$ cat src/rtl/pipe_pkg.sv
// Shared types and constants for the RV32 pipeline control blocks.
package pipe_pkg;

  typedef enum logic [1:0] {
    FWD_REG = 2'b00,
    FWD_WB  = 2'b01,
    FWD_MEM = 2'b10
  } fwd_sel_t;

  typedef enum logic {
    IDLE = 1'b0,
    BUSY = 1'b1
  } mul_state_t;

  localparam int unsigned REG_ZERO = 0;

endpackage

$ cat src/rtl/sat_counter.sv
// Saturating up-counter with synchronous clear; clear beats increment.
module sat_counter #(
  parameter int unsigned CNT_W = 16
) (
  input  logic             clk,
  input  logic             rst,
  input  logic             inc,
  input  logic             clr,
  output logic [CNT_W-1:0] cnt
);

  localparam logic [CNT_W-1:0] CNT_MAX = '1;

  always_ff @(posedge clk) begin
    if (rst || clr) begin
      cnt <= '0;
    end else if (inc && (cnt != CNT_MAX)) begin
      cnt <= cnt + CNT_W'(1);
    end
  end

endmodule

$ cat src/rtl/pipeline_hazard_ctrl.sv
// Hazard/pipeline control for the 5-stage RV32 pipeline: forwarding, load-use
// and RAW stalls, branch flushes, multicycle execute sequencing, event counters.
module pipeline_hazard_ctrl
  import pipe_pkg::*;
#(
  parameter int unsigned REG_AW  = 5,
  parameter int unsigned MUL_LAT = 4,
  parameter int unsigned CNT_W   = 16,
  parameter int unsigned FWD_EN  = 1
) (
  input  logic              clk,
  input  logic              rst,
  input  logic [REG_AW-1:0] Rs1_D,
  input  logic [REG_AW-1:0] Rs2_D,
  input  logic [REG_AW-1:0] Rs1_E,
  input  logic [REG_AW-1:0] Rs2_E,
  input  logic [REG_AW-1:0] RD_E,
  input  logic [REG_AW-1:0] RD_M,
  input  logic [REG_AW-1:0] RD_W,
  input  logic              RegWriteE,
  input  logic              RegWriteM,
  input  logic              RegWriteW,
  input  logic              LoadE,
  input  logic              PCSrcE,
  input  logic              MulStartE,
  input  logic              ClrCnt,
  output logic              StallF,
  output logic              StallD,
  output logic              StallE,
  output logic              FlushD,
  output logic              FlushE,
  output logic [1:0]        ForwardAE,
  output logic [1:0]        ForwardBE,
  output logic              MulBusy,
  output logic              MulDoneE,
  output logic [CNT_W-1:0]  StallCnt,
  output logic [CNT_W-1:0]  FlushCnt
);

  localparam logic [REG_AW-1:0] ZR       = REG_AW'(REG_ZERO);
  localparam int unsigned       CW       = $clog2(MUL_LAT) + 1;
  localparam bit                MULTI    = (MUL_LAT > 1);
  localparam logic [CW-1:0]     CNT_INIT = MULTI ? CW'(MUL_LAT - 2) : '0;

  logic e_wr, m_wr, w_wr;
  logic hit_e, hit_m, hit_w;
  logic lw_stall, raw_stall, d_stall;

  assign e_wr  = RegWriteE && (RD_E != ZR);
  assign m_wr  = RegWriteM && (RD_M != ZR);
  assign w_wr  = RegWriteW && (RD_W != ZR);
  assign hit_e = (RD_E == Rs1_D) || (RD_E == Rs2_D);
  assign hit_m = (RD_M == Rs1_D) || (RD_M == Rs2_D);
  assign hit_w = (RD_W == Rs1_D) || (RD_W == Rs2_D);

  assign lw_stall  = LoadE && (RD_E != ZR) && hit_e;
  assign raw_stall = (e_wr && hit_e) || (m_wr && hit_m) || (w_wr && hit_w);
  assign d_stall   = (FWD_EN != 0) ? lw_stall : raw_stall;

  always_comb begin
    ForwardAE = FWD_REG;
    ForwardBE = FWD_REG;
    if (FWD_EN != 0) begin
      if (m_wr && (RD_M == Rs1_E))      ForwardAE = FWD_MEM;
      else if (w_wr && (RD_W == Rs1_E)) ForwardAE = FWD_WB;
      if (m_wr && (RD_M == Rs2_E))      ForwardBE = FWD_MEM;
      else if (w_wr && (RD_W == Rs2_E)) ForwardBE = FWD_WB;
    end
  end

  mul_state_t    state, state_nx;
  logic [CW-1:0] cnt, cnt_nx;
  logic          busy, done, mul_stall;

  always_ff @(posedge clk) begin
    if (rst) begin
      state <= IDLE;
      cnt   <= '0;
    end else begin
      state <= state_nx;
      cnt   <= cnt_nx;
    end
  end

  // A single-cycle op (MUL_LAT==1) never leaves IDLE; it completes in place.
  always_comb begin
    state_nx = state;
    cnt_nx   = cnt;
    busy     = 1'b0;
    done     = 1'b0;
    case (state)
      IDLE: begin
        if (MulStartE) begin
          if (MULTI) begin
            busy     = 1'b1;
            state_nx = BUSY;
            cnt_nx   = CNT_INIT;
          end else begin
            done = 1'b1;
          end
        end
      end
      BUSY: begin
        busy = 1'b1;
        if (cnt == '0) begin
          done     = 1'b1;
          state_nx = IDLE;
        end else begin
          cnt_nx = cnt - CW'(1);
        end
      end
      default: state_nx = IDLE;
    endcase
  end

  assign mul_stall = busy && !done;

  assign StallF   = !rst && (d_stall || mul_stall);
  assign StallD   = StallF;
  assign StallE   = !rst && mul_stall;
  assign FlushD   = !rst && PCSrcE && !mul_stall;
  assign FlushE   = !rst && (d_stall || PCSrcE) && !mul_stall;
  assign MulBusy  = !rst && busy;
  assign MulDoneE = !rst && done;

  sat_counter #(.CNT_W(CNT_W)) u_stall_cnt (
    .clk (clk),
    .rst (rst),
    .inc (StallF),
    .clr (ClrCnt),
    .cnt (StallCnt)
  );

  sat_counter #(.CNT_W(CNT_W)) u_flush_cnt (
    .clk (clk),
    .rst (rst),
    .inc (FlushD),
    .clr (ClrCnt),
    .cnt (FlushCnt)
  );

endmodule

$ cat config.mk
export PLATFORM = sky130hd
export DESIGN_NAME = pipeline_hazard_ctrl
export DESIGN_NICKNAME = d
export VERILOG_FILES = /design/src/rtl/pipe_pkg.sv /design/src/rtl/sat_counter.sv /design/src/rtl/pipeline_hazard_ctrl.sv
export SDC_FILE = /design/constraint.sdc
export NUM_CORES = 1
export LEC_CHECK = 0
export BUFFER_PORTS_ARGS = -buffer_cell sky130_fd_sc_hd__buf_2
export CAP_MARGIN = 20
export CELL_PAD_IN_SITES_DETAIL_PLACEMENT = 0
export CELL_PAD_IN_SITES_GLOBAL_PLACEMENT = 2
export CORE_MARGIN = 2
export CORE_UTILIZATION = 27
export CTS_CLUSTER_SIZE = 40
export DETAILED_ROUTE_END_ITERATION = 10
export PLACE_DENSITY = 0.82
export RECOVER_POWER = 100
export SETUP_SLACK_MARGIN = 0.1
export SLEW_MARGIN = 20
export SYNTH_ARGS = -nofsm -noshare
export SYNTH_HDL_FRONTEND = slang
export SYNTH_SLANG_ARGS = --single-unit
$ cat constraint.sdc
create_clock -name clk -period 2.7 [get_ports clk]
set_clock_uncertainty 0.05 [all_clocks]
set_input_delay 0.27 -clock clk [delete_from_list [all_inputs] [get_ports clk]]
set_output_delay 0.27 -clock clk [all_outputs]
set_load 0.01 [all_outputs]
Yosys cells after proc, flatten, opt, wreduce, memory -nomap -nowiden
Index checks and enable logic that the tools add are counted.

operators by class
  eq/ne operators = 10
  reductions and logical operators = 31
  mux-type cells = 13
  bitwise operators = 1
  add/sub/neg operators = 3

operators with widths
  cell                   count
  $add 16x1->16 const B  2
  $ne 16x16->1 const B   2
  $eq 5x5->1             6
  $logic_and 1x1->1      19
  $reduce_bool 5->1      3
  $mux 3                 2
  $pmux 1 s2             3
  $pmux 3 s2             1
  $mux 1                 5
  $logic_or 1x1->1       4
  $mux 2                 2
  $ne 2x2->1 const B     2
  $logic_not 1->1        3
  $logic_not 3->1        1
  $sub 3x1->3 const B    1
  $reduce_and 2->1       1
  $not 1->1              1

storage, ports and cells
  flip-flop bits (word level) = 36

Logic depth before layout (Yosys ltp)
Gate-level depths: netlist of the first run.

  word-level depth = 8
  depth in mapped cells = 9
  mapped depth without buffers = 9

Modules after synthesis
From an unflattened synthesis of the first run, not the netlist that was laid out.

unflattened totals
  cells, all modules = 273
  area, all modules = 2346.0 um2

by module, submodules not included
  module                seq. area each (um2)  area an instance (um2)  instances  cells an instance
  sat_counter           320.3                 847.1                   2          95
  pipeline_hazard_ctrl  80.1                  651.9                   1          83

Least setup slack after synthesis of the first run
OpenSTA, ideal clock, no wires.

  kind = register to register
  start point = reg cnt[0]
  end point = reg u_flush_cnt.cnt[12]
  slack = 0.602 ns
  library setup time = 0.070 ns
  buffers on the path = 1
  data required time = 2.580 ns
  stages on the path, launching flop included = 10
  arrival time = 1.978 ns
  cells stage by stage = dfxtp_1 inv_1 ha_1 nand3b_1 a211oi_4 nand4_1 or2_1 clkbuf_1 or3_1 a21oi_1

on the way
  cells in the longest elaborated chain, start to end = 8

RTL lines
  what                    line                         source
  from (decl)             pipeline_hazard_ctrl.sv:72   logic [CW-1:0] cnt, cnt_nx;
  from (signal assigned)  pipeline_hazard_ctrl.sv:81   cnt <= cnt_nx;
  $logic_not 3->1         pipeline_hazard_ctrl.sv:105  if (cnt == '0) begin
  $mux 1                  pipeline_hazard_ctrl.sv:105
  $pmux 1 s2              pipeline_hazard_ctrl.sv:91   case (state)
  $logic_not 1->1         pipeline_hazard_ctrl.sv:116  assign mul_stall = busy && !done;
  $logic_and 1x1->1       pipeline_hazard_ctrl.sv:116
  $logic_not 1->1         pipeline_hazard_ctrl.sv:121  assign FlushD = !rst && PCSrcE && !mul_stall;
  $logic_and 1x1->1       pipeline_hazard_ctrl.sv:121
  net FlushD              pipeline_hazard_ctrl.sv:30   output logic FlushD,
  $logic_and 1x1->1       sat_counter.sv:17            end else if (inc && (cnt != CNT_MAX)) begin
  to (signal assigned)    sat_counter.sv:18            cnt <= cnt + CNT_W'(1);
  to (decl)               sat_counter.sv:9             output logic [CNT_W-1:0] cnt

The timed path passes the listed nets, and every way through them passes these cells.
A chain may end at the register's enable or synchronous reset.

Final worst setup path of the first run
  start point = reg cnt[0]
  end point = reg u_flush_cnt.cnt[15]

on the way
  cells in the longest elaborated chain, start to end = 8

RTL lines
  what               line
  $logic_not 3->1    pipeline_hazard_ctrl.sv:105
  $mux 1             pipeline_hazard_ctrl.sv:105
  $pmux 1 s2         pipeline_hazard_ctrl.sv:91
  $logic_not 1->1    pipeline_hazard_ctrl.sv:116
  $logic_and 1x1->1  pipeline_hazard_ctrl.sv:116
  $logic_not 1->1    pipeline_hazard_ctrl.sv:121
  $logic_and 1x1->1  pipeline_hazard_ctrl.sv:121
  $logic_and 1x1->1  sat_counter.sv:17

No other way between the ends.

==> qor.txt, run 1 <==
Worst-Skew Late Latency - 0.28 ns
Clock sink total - 36
Worst path cell trace - inv_1 > ha_1 > nand3b_1 > a211oi_4 > o21ai_0 > nor4_2 > nand4_1 > xor2_1 > nor2_1
Yosys reg bits - 36
Slowest stage delay, CP - 0.43 ns
Die Y - 93.8 µm
Outcome - finished clean
Power Total - 1.12 mW
CP Capture Type - flop
Synth top cells by count - nor2_1 (41), dfxtp_1 (36), xor2_1 (35), nand2_1 (21), xnor2_1 (15)
Synth warn - 0
First-pass GRT wire length - 8.58 mm
Layout cell share with drive strength beyond 1 - 16.0%
CP arrival - 2.43 ns
Area grow syn2layout - 25.1%
Cts bufs inserted - 5
Crit path max-delay cell type - nor4_2
Post-Syn Area per Cell - 8.24 µm²
CP Launch Type - flop
Main synth FF type - dfxtp_1
Worst hold path class - in -> reg
PD cells - 411 nW/µm²
Post-synth EDFFs - 0
Count of cell types in the netlist - 44
IO Port Bufs - 85
DR pass1 iterations - 4
Synth top area share - 33.1%
Gpl congestion - 0.802
Reg clk slew, reported paths - 0.07 ns
CP Class - reg -> reg
Final period utilization - 86.4%
Drt initial violations - 53
ANT nets after route - 0
Hold WS - 0.218 ns
Final wirelength - 5.51 mm
Net total in the final layout - 396
Critical Path Fanout Max - 5
Number of instances on the worst hold path - 3
HPWL after DPL - 4.30 mm
Synthesized area - 2180 µm²
Rows - 32
Leakage power - 1.02 nW
Post-CTS setup buffers - 0
Hold Buf Count CTS - 0
Setup violators final - 0
Post-synthesis sequential area ratio - 33.1%
Placed cells - 443
GRT overflow - 0
Min Tclk post-route - 2.33 ns
Mapped Cells - 264
H-tree lvl count - 2
Width of the die - 93.8 µm
Fmax - 0.429 GHz
Max Slew Vio Count - 0
Mapped Nets - 312
Synth area leader - dfxtp_1
CTS resizes - 0
Async SR Flop Fraction - 0%
Core area - 7770 µm²
Root Driver - clkbuf_8
RSZ-0062 raised after global routing - no
Initial core utilization - 28.0%
Top Ports - 87
VDD IR max - 0.000189 V
Setup_tns - 0 ns
Fin cells - 451
CTS Buffer Depth - 2
Vias after detailed routing - 2046
Vias in the first global route - 1829
Worst Path Required - 2.79 ns
GRT Total Usage - 12.0%
Slew headroom - 58.7%
FF-to-FF path depth - 9
# DRC - 0
Antenna violations before repair - 0
Fillcell total - 864
Via density - 4.54
Diode count - 0
Largest net degree at the start of global routing - 31
Dpl ws - 0.400 ns
Max-cap viol count - 0
Worst-margin pin slew - 0.619 ns
Routed wire per std cell - 12.2 µm
Most instantiated library cell after synthesis - nor2_1
Final worst setup slack - 0.368 ns
CTS tree - yes
Die ar. - 8790 µm²
Final hold violation count - 0
Synth top area cells - dfxtp_1 (33%), xor2_1 (14%), nor2_1 (7.1%)
[metal layers]
metal | part of all wire [%] | global-route usage [%] | vias up
met5 | 0 | 0 | -
met4 | 0.49 | 2.05 | 0
met2 | 48 | 20.4 | 35
met3 | 4.3 | 2.41 | 2
li1 | - | - | 1079
met1 | 47 | 16.0 | 930
[worst max-delay path: cells and delay by family, from the launching register on]
| kind | cells | cell delay [ns] |
|---|---|---|
| AOI/OAI and AO/OA | 2 | 0.52 |
| xor gates and xnor gates | 1 | 0.17 |
| adders and majority gates | 1 | 0.19 |
| buffers and inverters | 1 | 0.08 |
| DFF | 1 | 0.32 |
| and+or+nand+nor | 4 | 0.87 |
[power breakdown]
group | total (mW) | internal (mW) | switching, mW
clock | 0.392 | 0.208 | 0.183
sequential | 0.544 | 0.538 | 0.00583
combinational | 0.182 | 0.0769 | 0.105
total | 1.12 | 0.823 | 0.294
[registers in the layout (all words and copies together), names as in the netlist]
name	flops
u_stall_cnt.cnt	16
state	1
u_flush_cnt.cnt	16
cnt	3
[placed cells by master (no fill, tap or decap), types with 3 or more instances in the layout]
| cell | n |
|---|---|
| nand4_1 | 6 |
| nor4_1 | 4 |
| nor2_1 | 41 |
| inv_1 | 7 |
| o21ai_0 | 8 |
| xor2_1 | 35 |
| or3_1 | 4 |
| xnor2_1 | 15 |
| and4_1 | 3 |
| a21oi_1 | 9 |
| dfxtp_1 | 36 |
| clkbuf_1 | 45 |
| mux2i_1 | 3 |
| or4_1 | 5 |
| buf_2 | 43 |
| nand3_1 | 8 |
| nor3_1 | 9 |
| nand2_1 | 21 |
| o21a_1 | 4 |
| ha_1 | 4 |
| clkbuf_8 | 6 |
| and3_1 | 6 |
[layout make-up]
| cell class | instances | area [µm²] | share of cell area [%] |
|---|---|---|---|
| clock buffers | 8 | 90.1 | 3.31 |
| inverters | 7 | 26.3 | 0.966 |
| multi-input cells | 212 | 1380 | 50.7 |
| flip-flops and latches | 36 | 721 | 26.5 |
| well taps | 102 | 128 | 4.69 |
| repair buffers | 86 | 377 | 13.8 |
[through the flow]
stage,cell area (µm²),utilization [%]
4_1_cts,2780,35.8
3_5_place_dp,2690,34.6
3_3_place_gp,2690,34.6
6_report,2720,35.0
2_1_floorplan,2180,-
5_1_grt,2720,35.0
[logic make-up (layout without fill, tap and decap cells)]
| logic type | after synthesis | count (layout) | synth area share [%] |
|---|---|---|---|
| and+or+nand+nor | 124 | 124 | 30.2 |
| xor gates and xnor gates | 50 | 50 | 20.1 |
| muxes | 3 | 3 | 1.38 |
| adders and majority gates | 4 | 4 | 2.30 |
| DFF | 36 | 36 | 33.1 |
| AOI/OAI and AO/OA | 31 | 31 | 9.49 |
| buffers and inverters | 16 | 101 | 3.34 |
[path summary, 6_finish.rpt]
check | to | slack, ns | start
min reg2reg | cnt[1] | 0.46 | cnt[1]
min | u_stall_cnt.cnt[9] | 0.22 | ClrCnt
max | u_flush_cnt.cnt[15] | 0.37 | cnt[0]
max reg2reg | u_flush_cnt.cnt[15] | 0.37 | cnt[0]
No activity file was read; power rests on OpenSTA's default activity.
==> run 2: changes to the inputs <==
--- a/config.mk
+++ b/config.mk
@@ -7,16 +7,17 @@
 export LEC_CHECK = 0
 export BUFFER_PORTS_ARGS = -buffer_cell sky130_fd_sc_hd__buf_2
 export CAP_MARGIN = 20
-export CELL_PAD_IN_SITES_DETAIL_PLACEMENT = 0
-export CELL_PAD_IN_SITES_GLOBAL_PLACEMENT = 2
+export CELL_PAD_IN_SITES_DETAIL_PLACEMENT = 1
+export CELL_PAD_IN_SITES_GLOBAL_PLACEMENT = 1
 export CORE_MARGIN = 2
-export CORE_UTILIZATION = 27
+export CORE_UTILIZATION = 36
 export CTS_CLUSTER_SIZE = 40
 export DETAILED_ROUTE_END_ITERATION = 10
-export PLACE_DENSITY = 0.82
+export PLACE_DENSITY = 0.83
 export RECOVER_POWER = 100
 export SETUP_SLACK_MARGIN = 0.1
 export SLEW_MARGIN = 20
 export SYNTH_ARGS = -nofsm -noshare
 export SYNTH_HDL_FRONTEND = slang
+export SYNTH_HIERARCHICAL = 1
 export SYNTH_SLANG_ARGS = --single-unit
==> qor.txt, run 2 <==
Die Y - 84.7 µm
Switch share - 25.9%
Die ar. - 7180 µm²
Gpl congestion - 0.760
Worst Path Required - 2.86 ns
Outcome - finished clean
Mapped Nets - 321
GRT overflow - 0
Post-synthesis sequential area ratio - 30.7%
RSZ-0062 raised after global routing - no
IO Port Bufs - 85
Initial core utilization - 37.2%
ANT nets after route - 0
CP Launch Type - flop
CP Capture Type - flop
Share of total power in sequential cells - 49.3%
Setup_tns - 0 ns
Post-CTS setup buffers - 0
Clock sink total - 36
Placed cells - 428
Top Ports - 87
First-pass GRT wire length - 11.2 mm
CTS tree - yes
Dpl ws - 0.251 ns
Critical Path Fanout Max - 8
Post-synth EDFFs - 0
H-tree lvl count - 2
Gate power share - 15.2%
Width of the die - 84.7 µm
Min Tclk post-route - 2.38 ns
Layout Utilization - 44.7%
Yosys reg bits - 36
Count of cell types in the netlist - 42
Antenna violations before repair - 0
Rows - 29
Async SR Flop Fraction - 0%
GRT Total Usage - 18.7%
Switching pwr - 286 µW
Portion of total power attributed to the clock network - 35.5%
HPWL after DPL - 5.28 mm
DR pass1 iterations - 4
Synth warn - 6
Reg clk slew, reported paths - 0.07 ns
Final period utilization - 88.2%
Final worst setup slack - 0.319 ns
Power Total - 1.10 mW
Worst-Skew Late Latency - 0.28 ns
Via density - 5.59
Synth top area cells - dfxtp_1 (31%), xor2_1 (10%), a21oi_1 (4.3%)
Root Driver - clkbuf_8
Most frequent cells in the layout - clkbuf_1 (45), buf_2 (43), dfxtp_1 (36)
CP arrival - 2.55 ns
Vias in the first global route - 2411
CTS resizes - 0
Fmax - 0.420 GHz
Mapped Cells - 273
Synth top cells by count - dfxtp_1 (36), xor2_1 (28), nor2_1 (22), a21oi_1 (20)
Drt initial violations - 108
Synth top area share - 30.7%
VDD IR max - 0.000289 V
Commonest non-fill, non-tap cell in the layout - clkbuf_1
CP Class - reg -> reg
Regs by FF count - u_flush_cnt/cnt x16, u_stall_cnt/cnt x16, cnt x3
Slew headroom - 35.3%
# DRC - 0
Fin cells - 436
Routed wire per std cell - 15.2 µm
Most instantiated library cell after synthesis - dfxtp_1
Final wirelength - 6.62 mm
Largest net degree at the start of global routing - 16
Vias after detailed routing - 2438
Post-Syn Area per Cell - 8.59 µm²
Hold Buf Count CTS - 0
Max Slew Vio Count - 0
CTS Buffer Depth - 2
Net total in the final layout - 406
Synthesized area - 2350 µm²
Final hold violation count - 0
Main synth FF type - dfxtp_1
Int Power - 818 µW
Area grow syn2layout - 20.4%
Worst hold path class - in -> reg
Setup violators final - 0
Synth area leader - dfxtp_1
Cts bufs inserted - 5
Core area - 6310 µm²
Worst-margin pin slew - 0.958 ns
Diode count - 0
PD cells - 391 nW/µm²
Leakage power - 1.07 nW
Layout cell share with drive strength beyond 1 - 17.3%
Max-cap viol count - 0
==> run 2: cell count changes after synthesis, sizes merged, moves of 6 or more <==
cell | before | now
nand2 | 21 | 13
xor2 | 35 | 28
or3 | 4 | 11
o31ai | 0 | 7
xnor2 | 15 | 8
nor2 | 41 | 22
a41o | 2 | 8
o21ai | 9 | 15
and3 | 8 | 2
a21oi | 9 | 20
or4 | 5 | 13
nand4 | 6 | 14
==> run 2: through the flow <==
stage,cell area [µm²],hold slack (ns)
finish,2830,0.248
global route,2830,0.268
CTS,2930,0.247
detailed placement,2840,0.429
global placement,2840,0.409
floorplan,2350,0.400
==> run 2: worst paths after layout <==
kind                            startpoint                  end  slack, ns  cells past startpoint
worst max register to register      cnt[0]  u_stall_cnt/cnt[15]       0.32                      9
worst max-delay path                cnt[0]  u_stall_cnt/cnt[15]       0.32                      9
worst min register to register      cnt[0]               cnt[0]       0.43                      2
worst min-delay path                   rst               cnt[2]       0.25                      2
==> run 2: cell families (layout without fill, tap and decap cells) <==
| kind of cell | count (synthesis) | count (layout) | synth area share (%) |
|---|---|---|---|
| AND/OR/NAND/NOR | 118 | 118 | 32.4 |
| buffers and inverters | 14 | 100 | 2.51 |
| adder cells (fa/ha/maj) | 4 | 4 | 2.13 |
| XOR/XNOR | 36 | 36 | 13.4 |
| AO/OA/AOI/OAI | 65 | 65 | 18.8 |
| flip-flops | 36 | 36 | 30.7 |
==> run 2: area by class of cell <==
cell class | count | area [µm²]
sequential | 36 | 721
tap | 77 | 96.3
timing repair buffer | 86 | 377
inverter | 6 | 22.5
clock buffer | 8 | 90.1
multi-input combinational | 223 | 1520
fill | 833 | 3490
==> run 2: power groups by stage <==
stage          logic (mW)  clock network [mW]  registers, mW
2_1_floorplan       0.101                   0          0.555
3_3_place_gp        0.172                   0          0.556
3_5_place_dp        0.179                   0          0.556
4_1_cts             0.180               0.410          0.544
5_1_grt             0.191               0.425          0.545
6_report            0.168               0.392          0.544
==> run 2: metal layers <==
layer / wire length [µm] / part of all wire [%] / GRT usage (%) / vias up
met5: 0 / 0 / 0 / -
met4: 64 / 0.97 / 5.92 / 0
met3: 323 / 4.9 / 3.24 / 5
met2: 3290 / 50 / 33.6 / 59
met1: 2940 / 44 / 22.5 / 1161
li1: - / - / - / 1213
==> run 2: worst max-delay path, stage by stage, from the launching register on <==
cell and delay, ns:
dfxtp_1 0.33, inv_1 0.07, ha_1 0.23, nand3b_1 0.12, nand2_1 0.12, o31ai_1 0.11, clkbuf_1 0.29, nand4_1 0.29
or4_1 0.54, a21oi_1 0.14
==> run 3: changes to the inputs <==
--- a/config.mk
+++ b/config.mk
@@ -13,7 +13,7 @@
 export CORE_UTILIZATION = 36
 export CTS_CLUSTER_SIZE = 40
 export DETAILED_ROUTE_END_ITERATION = 10
-export PLACE_DENSITY = 0.83
+export PLACE_DENSITY_LB_ADDON = 0.15
 export RECOVER_POWER = 100
 export SETUP_SLACK_MARGIN = 0.1
 export SLEW_MARGIN = 20
==> qor.txt, run 3 (synthesized netlist as in run 2, its figures left out) <==
Width of the die - 84.7 µm
HPWL after DPL - 5.16 mm
Vias after detailed routing - 2445
Outcome - finished clean
VDD IR max - 0.000176 V
CP arrival - 2.49 ns
Hold Buf Count CTS - 0
RSZ-0062 raised after global routing - no
Leakage power - 1.10 nW
Fmax - 0.432 GHz
CTS resizes - 0
Rows - 29
Top Ports - 87
Switching pwr - 316 µW
GRT overflow - 0
Gate power share - 15.8%
CP Capture Type - flop
CTS Buffer Depth - 2
Switch share - 28.6%
First-pass GRT wire length - 11.1 mm
Setup_tns - 0 ns
H-tree lvl count - 2
Routed wire per std cell - 15.1 µm
# DRC - 0
Slew headroom - 34.6%
IO Port Bufs - 85
FF-to-FF path depth - 9
CTS tree - yes
Worst Setup SP - cnt[0]
Worst-Skew Late Latency - 0.29 ns
Crit path max-delay cell type - or4_1
Setup crit end - u_stall_cnt/cnt[15]
Worst-margin pin slew - 0.968 ns
Min Tclk post-route - 2.32 ns
Net total in the final layout - 408
GRT busiest layer - met2
Diode count - 0
GRT Total Usage - 18.5%
Most frequent cells in the layout - clkbuf_1 (46), buf_2 (41), dfxtp_1 (36)
PD cells - 387 nW/µm²
R2r setup slk - 0.38 ns
Area grow syn2layout - 22.1%
CP delay by family, top - simple AND/OR/NAND/NOR gates
Regs by FF count - u_flush_cnt/cnt x16, u_stall_cnt/cnt x16, cnt x3
Max Slew Vio Count - 0
Worst hold path class - in -> reg
Worst path cell trace - inv_1 > ha_1 > nand3b_1 > nand2_1 > o31ai_1 > clkbuf_1 > nand4_4 > or4_1 > a21oi_1
CP Launch Type - flop
Root Driver - clkbuf_8
Max-cap viol count - 0
Portion of total power attributed to the clock network - 35.1%
Post-CTS setup buffers - 0
GR Util met3 - 3.93%
Largest net degree at the start of global routing - 16
Int Power - 791 µW
Die Y - 84.7 µm
Gpl congestion - 0.839
R2r endpoint - u_stall_cnt/cnt[15]
CP Class - reg -> reg
Die ar. - 7180 µm²
Clock sink total - 36
Via density - 5.58
Slowest stage delay, CP - 0.50 ns
Cts bufs inserted - 5
Crit path depth - 9
Global Route met1 Usage - 23.5%
Final wirelength - 6.61 mm
Drt initial violations - 38
Vias in the first global route - 2409
Final period utilization - 85.8%
Core area - 6310 µm²
Met2 usage - 31.8%
Final hold violation count - 0
Layout Utilization - 45.4%
Crit path buf inv count - 2
Layout cell share with drive strength beyond 1 - 18.0%
Setup violators final - 0
Initial core utilization - 37.2%
Antenna violations before repair - 0
RR Startpoint - cnt[0]
Share of total power in sequential cells - 49.1%
Worst Path Required - 2.88 ns
Reg clk slew, reported paths - 0.09 ns
Commonest non-fill, non-tap cell in the layout - clkbuf_1
Critical Path Fanout Max - 8
DR pass1 iterations - 4
ANT nets after route - 0
## run 3: cell types whose count changed in the layout (fill, tap and decap cells not counted), moves of 2 or more
cell | previous run | this run
nand4_1 | 12 | 10
nand4_4 | 0 | 2
clkinv_2 | 0 | 2
buf_2 | 43 | 41
## run 3: power groups by stage
stage	clock (mW)	sequential, mW	combinational, mW
global route	0.440	0.545	0.195
global placement	0	0.556	0.178
finish	0.389	0.544	0.174
floorplan	0	0.555	0.101
detailed placement	0	0.556	0.183
CTS	0.408	0.544	0.184
## run 3: worst min path at each step
stage	cells after the start	from	end
floorplan	2	cnt[0]	cnt[0]
global placement	2	cnt[0]	cnt[0]
detailed placement	2	cnt[0]	cnt[0]
CTS	2	rst	cnt[2]
global route	2	rst	cnt[2]
finish	2	rst	cnt[2]
## run 3: layout make-up
cell class,instances,area (µm²)
repair buffers,88,385
flip-flops and latches,36,721
inverters,6,22.5
well taps,77,96.3
clock inverters,3,18.8
clock buffers,5,68.8
multi-input cells,223,1550
fillers,826,3450
## run 3: layer usage
layer | wire length, µm | vias to the layer above
li1 | - | 1218
met1 | 3070 | 1175
met2 | 3200 | 48
met3 | 279 | 4
met4 | 55 | 0
met5 | 0 | -
## run 3: metrics by stage
stage | hold slack, ns | total power [mW] | cell area, µm² | cells | worst slack (ns)
2_1_floorplan | 0.400 | 0.656 | 2350 | 273 | 0.345
3_3_place_gp | 0.410 | 0.734 | 2860 | 430 | 0.346
3_5_place_dp | 0.427 | 0.739 | 2860 | 430 | 0.281
4_1_cts | 0.247 | 1.14 | 2950 | 438 | 0.397
5_1_grt | 0.250 | 1.18 | 2860 | 438 | 0.127
6_report | 0.250 | 1.11 | 2860 | 438 | 0.384
